File: config.mk
export PLATFORM = sky130hd
export DESIGN_NAME = rr_arb_mux
export DESIGN_NICKNAME = d
export VERILOG_FILES = /design/src/rtl/rr_arb_mux.sv
export SDC_FILE = /design/constraint.sdc
export NUM_CORES = 1
export LEC_CHECK = 0
export CORE_MARGIN = 5
export CORE_UTILIZATION = 44
export CTS_CLUSTER_DIAMETER = 60
export DETAILED_ROUTE_END_ITERATION = 10
export HOLD_SLACK_MARGIN = 0.03
export PLACE_DENSITY = 0.81
export SLEW_MARGIN = 20
export SYNTH_ARGS = -nofsm -noshare
export SYNTH_HDL_FRONTEND = slang
export SYNTH_SLANG_ARGS = --single-unit
File: constraint.sdc
create_clock -name clk -period 5.42 [get_ports clk]
set_input_delay 1.084 -clock clk [delete_from_list [all_inputs] [get_ports clk]]
set_output_delay 1.084 -clock clk [all_outputs]
set_load 0.05 [all_outputs]
File: src/rtl/rr_arb_mux.sv
// N-to-1 arbitrating mux with a single registered output slot.
// Round-robin or fixed-priority grant; one word per cycle under full throughput.

module rr_arb_mux_lane #(
  parameter int WIDTH = 4
) (
  input  logic             gnt_i,
  input  logic [WIDTH-1:0] data_i,
  output logic [WIDTH-1:0] data_o
);
  assign data_o = data_i & {WIDTH{gnt_i}};
endmodule

module rr_arb_mux #(
  parameter int WIDTH = 4,
  parameter int N     = 4,
  parameter int SELW  = $clog2(N)
) (
  input  logic               clk,
  input  logic               rst,
  input  logic [N*WIDTH-1:0] in_data,
  input  logic [N-1:0]       in_valid,
  output logic [N-1:0]       in_ready,
  input  logic               prio_mode,
  output logic [WIDTH-1:0]   out_data,
  output logic [SELW-1:0]    out_sel,
  output logic               out_valid,
  input  logic               out_ready
);

  logic [SELW-1:0]           ptr_q, ptr_d;
  logic [WIDTH-1:0]          data_q, data_d;
  logic [SELW-1:0]           sel_q, sel_d;
  logic                      vld_q, vld_d;

  logic                      found;
  logic [SELW-1:0]           gnt;
  logic [N-1:0]              gnt_oh;
  logic                      load;
  logic                      xfer;
  logic [N-1:0][WIDTH-1:0]   lane_data;
  logic [WIDTH-1:0]          sel_data;

  // Search order starts at ptr in round-robin mode, at 0 in fixed mode.
  always_comb begin
    logic [SELW-1:0] idx;
    found  = 1'b0;
    gnt    = '0;
    gnt_oh = '0;
    for (int i = 0; i < N; i++) begin
      idx = prio_mode ? SELW'(i) : SELW'((int'(ptr_q) + i) % N);
      if (!found && in_valid[idx]) begin
        found = 1'b1;
        gnt   = idx;
      end
    end
    if (found) gnt_oh[gnt] = 1'b1;
  end

  assign load     = !vld_q || out_ready;
  assign in_ready = (load && !rst) ? gnt_oh : '0;
  assign xfer     = |in_ready;

  rr_arb_mux_lane #(.WIDTH(WIDTH)) u_lane [N-1:0] (
    .gnt_i  (gnt_oh),
    .data_i (in_data),
    .data_o (lane_data)
  );

  always_comb begin
    sel_data = '0;
    for (int k = 0; k < N; k++) sel_data |= lane_data[k];
  end

  always_comb begin
    ptr_d  = ptr_q;
    data_d = data_q;
    sel_d  = sel_q;
    vld_d  = vld_q;
    if (xfer) begin
      ptr_d  = SELW'((int'(gnt) + 1) % N);
      data_d = sel_data;
      sel_d  = gnt;
      vld_d  = 1'b1;
    end else if (load) begin
      vld_d  = 1'b0;
    end
  end

  always_ff @(posedge clk) begin
    if (rst) begin
      ptr_q  <= '0;
      data_q <= '0;
      sel_q  <= '0;
      vld_q  <= 1'b0;
    end else begin
      ptr_q  <= ptr_d;
      data_q <= data_d;
      sel_q  <= sel_d;
      vld_q  <= vld_d;
    end
  end

  assign out_data  = data_q;
  assign out_sel   = sel_q;
  assign out_valid = vld_q;

endmodule

==> out/results.ini <==
[setup_path]
crit_family=simple AND/OR/NAND/NOR gates
crit_required_ns=4.34
crit_fanout=6
arrival_ns=3.65
critPathLaunchType=input pin
critical_path_buf_inv_count=2
crit_slowest_cell=clkdlybuf4s50_1
cp-end-kind=output pin
cp_cell_sequence=clkdlybuf4s50_1, mux2_4, or3_4, a311oi_4, o21ai_0, and3_1, ha_1, and2_1, buf_4
slowest_delay_ns=0.50
crit_type=input pin to output pin

[cells_and_area]
finish.instance_area_um2=1180
fin_util=0.683
register_area_um2=180
drive_above_1_share=0.113
fill_cells=146
antenna_cells=0
multi_input_area_um2=584
nets=162
syn_to_final_growth_pct=46.0

[routing]
drc_errors=0
wl_met1_mm=1.04
wl_mm=2.25
wl_per_cell_um=14.3
via_per_inst=5.49
drt_first_pass_iters=4
vias=867
wl_met2_mm=1.13
highest_layer=met4
antenna_left=0
route.met3.wl_um=79
first_iter_violations=17

[placed_design]
dpl.hpwl_mm=1.86
place_congestion=0.783
portBuffers=34
placed_area_um2=1150

[synth]
yosys_warnings=0
synth_cell_type_count=36
yosys.area.top_type_share=0.223
syn_avg_cell_area_um2=8.23
synth.net_count=126
seq_area_frac_synth=0.223
syn_inst=98
synth-seq-cells=9
synth_edf_count=0
yosys.area.top_type=dfxtp_1
async_reset_ff_frac=0
ys.flop_type=dfxtp_1
synthesis.area_um2=807
ys_top_cells_by_area=dfxtp_1 22%, mux2i_1 8.7%, a22oi_1 7.4%

[die]
core.rowCount=15
die_x_um=52.8
fp.dieH_um=52.8
coreArea_um2=1730
initial_core_util=0.467
dieArea_um2=2790
ios=35

[timing]
skew_ns=0.000244
relSlewSlack=0.543
rsz0062_at_grt=no
finalSetupViolations=0
fin_crit_ns=4.74
hold_viol=0
finalSetupTns_ns=0
period_share=0.874
slew_violations=0
max_freq_ghz=0.211
tightest_slew_ns=0.680

[grt]
grt_max_degree=16
grt_pass1_vias=799
gr-total-overflow=0
grt_usage=0.165
grt_pass1_wl_mm=3.46
antenna_found_initial=0

[power]
vdd_drop_max_v=0.000196
power.density_nw_per_um2=314
p_leak_nw=0.453

[run_status]
outcome=finished clean

[cts]
post_cts_buffers=0
cts.sinks=9
numCtsBuffers=3
h-tree-depth=1
cts_hold_buf=0
cts_resized=0
clock_latency_ns=0.25
ctsRootBufferMaster=clkbuf_4
clk_pin_slew_ns=0.06
cts_tree=yes
cts_buffer_depth=2

[run]
maxCapViolCount=0

[worst_hold_path]
hold_class=register to register

==> final cells by class <==
type	instances	area share
Clock buffer	4	0.0223
Inverter	5	0.0159
Multi-Input combinational cell	80	0.496
Sequential cell	9	0.153
Tap cell	25	0.0265
Timing Repair Buffer	35	0.287
==> sequential cells by signal, indices dropped and copies added, names as in the netlist <==
name	cells
out_sel	2
out_data	4
out_valid	1
ptr_q	2
==> power breakdown <==
group          internal (mW)  leakage [nW]  switching (mW)  total, mW
Combinational         0.0976         0.365           0.132      0.229
Clock                 0.0282        0.0150          0.0210     0.0492
Sequential            0.0796        0.0738          0.0120     0.0916
Total                  0.205         0.453           0.165      0.370
==> tightest hold or removal path, cell delays in order (launching register included) <==
cell	delay [ns]
dfxtp_1	0.32
mux2i_1	0.06
nor2_1	0.07
==> cell families (layout without fill, tap and decap cells) <==
logic type,after synthesis,in the layout,share of synthesized area
muxes,8,8,0.105
and+or+nand+nor,42,42,0.295
DFF,9,9,0.223
buffers and inverters,9,44,0.0527
AOI/OAI and AO/OA,26,26,0.262
adders and majority gates,4,4,0.0620
==> per-layer routing <==
metal / vias up / global-route usage
met5: - / 0
li1: 441 / -
met4: 0 / 0.0511
met1: 401 / 0.222
met2: 23 / 0.277
met3: 2 / 0.00855
==> per-stage QoR <==
| step | hold WS, ns | total power, mW | instances | worst slack (ns) |
|---|---|---|---|---|
| 6_report | 0.493 | 0.370 | 158 | 0.684 |
| 5_1_grt | 0.539 | 0.397 | 158 | 0.472 |
| 4_1_cts | 0.498 | 0.372 | 158 | 0.712 |
| 3_5_place_dp | 0.484 | 0.321 | 154 | 0.703 |
| 3_3_place_gp | 0.483 | 0.317 | 154 | 0.779 |
| 2_1_floorplan | 0.518 | 0.256 | 98 | 1.27 |
==> path summary, 6_finish.rpt <==
kind	to	slack [ns]	start	depth (start not counted)
worst min register to register	out_data[2]	0.49	out_data[2]	2
worst max-delay path	in_ready[3]	0.68	in_valid[2]	9
worst min-delay path	out_data[2]	0.49	out_data[2]	2
worst max register to register	out_sel[0]	1.96	ptr_q[0]	12
==> Yosys cell counts (2+ instances only) <==
| master | n |
|---|---|
| nor2_1 | 13 |
| dfxtp_1 | 9 |
| a22oi_1 | 8 |
| mux2i_1 | 7 |
| nand2_1 | 6 |
| a21oi_1 | 5 |
| inv_1 | 5 |
| and2_1 | 4 |
| ha_1 | 4 |
| a211oi_1 | 2 |
| clkbuf_1 | 2 |
| nand2b_1 | 2 |
| nand3_1 | 2 |
| nor2b_1 | 2 |
| nor3_1 | 2 |
| nor3b_1 | 2 |
| nor4_2 | 2 |
| o21ai_0 | 2 |
| o32ai_1 | 2 |
==> cells in the final DEF (no fill, tap or decap), types with 2 or more instances in the layout <==
master and count:
clkdlybuf4s50_1 30, buf_4 5, inv_1 5, nor2_1 13, nand2_1 6, nor3b_1 2, nor4_2 2, nand2b_1 2
dfxtp_1 9, clkbuf_4 3, nor2b_1 2, and2_1 4, ha_1 4, a22oi_1 8, a211oi_1 2, mux2i_1 7
nand3_1 2, a21oi_1 5, o32ai_1 2, nor3_1 2, o21ai_0 2
Note: power is estimated with default switching activity, not from simulation.
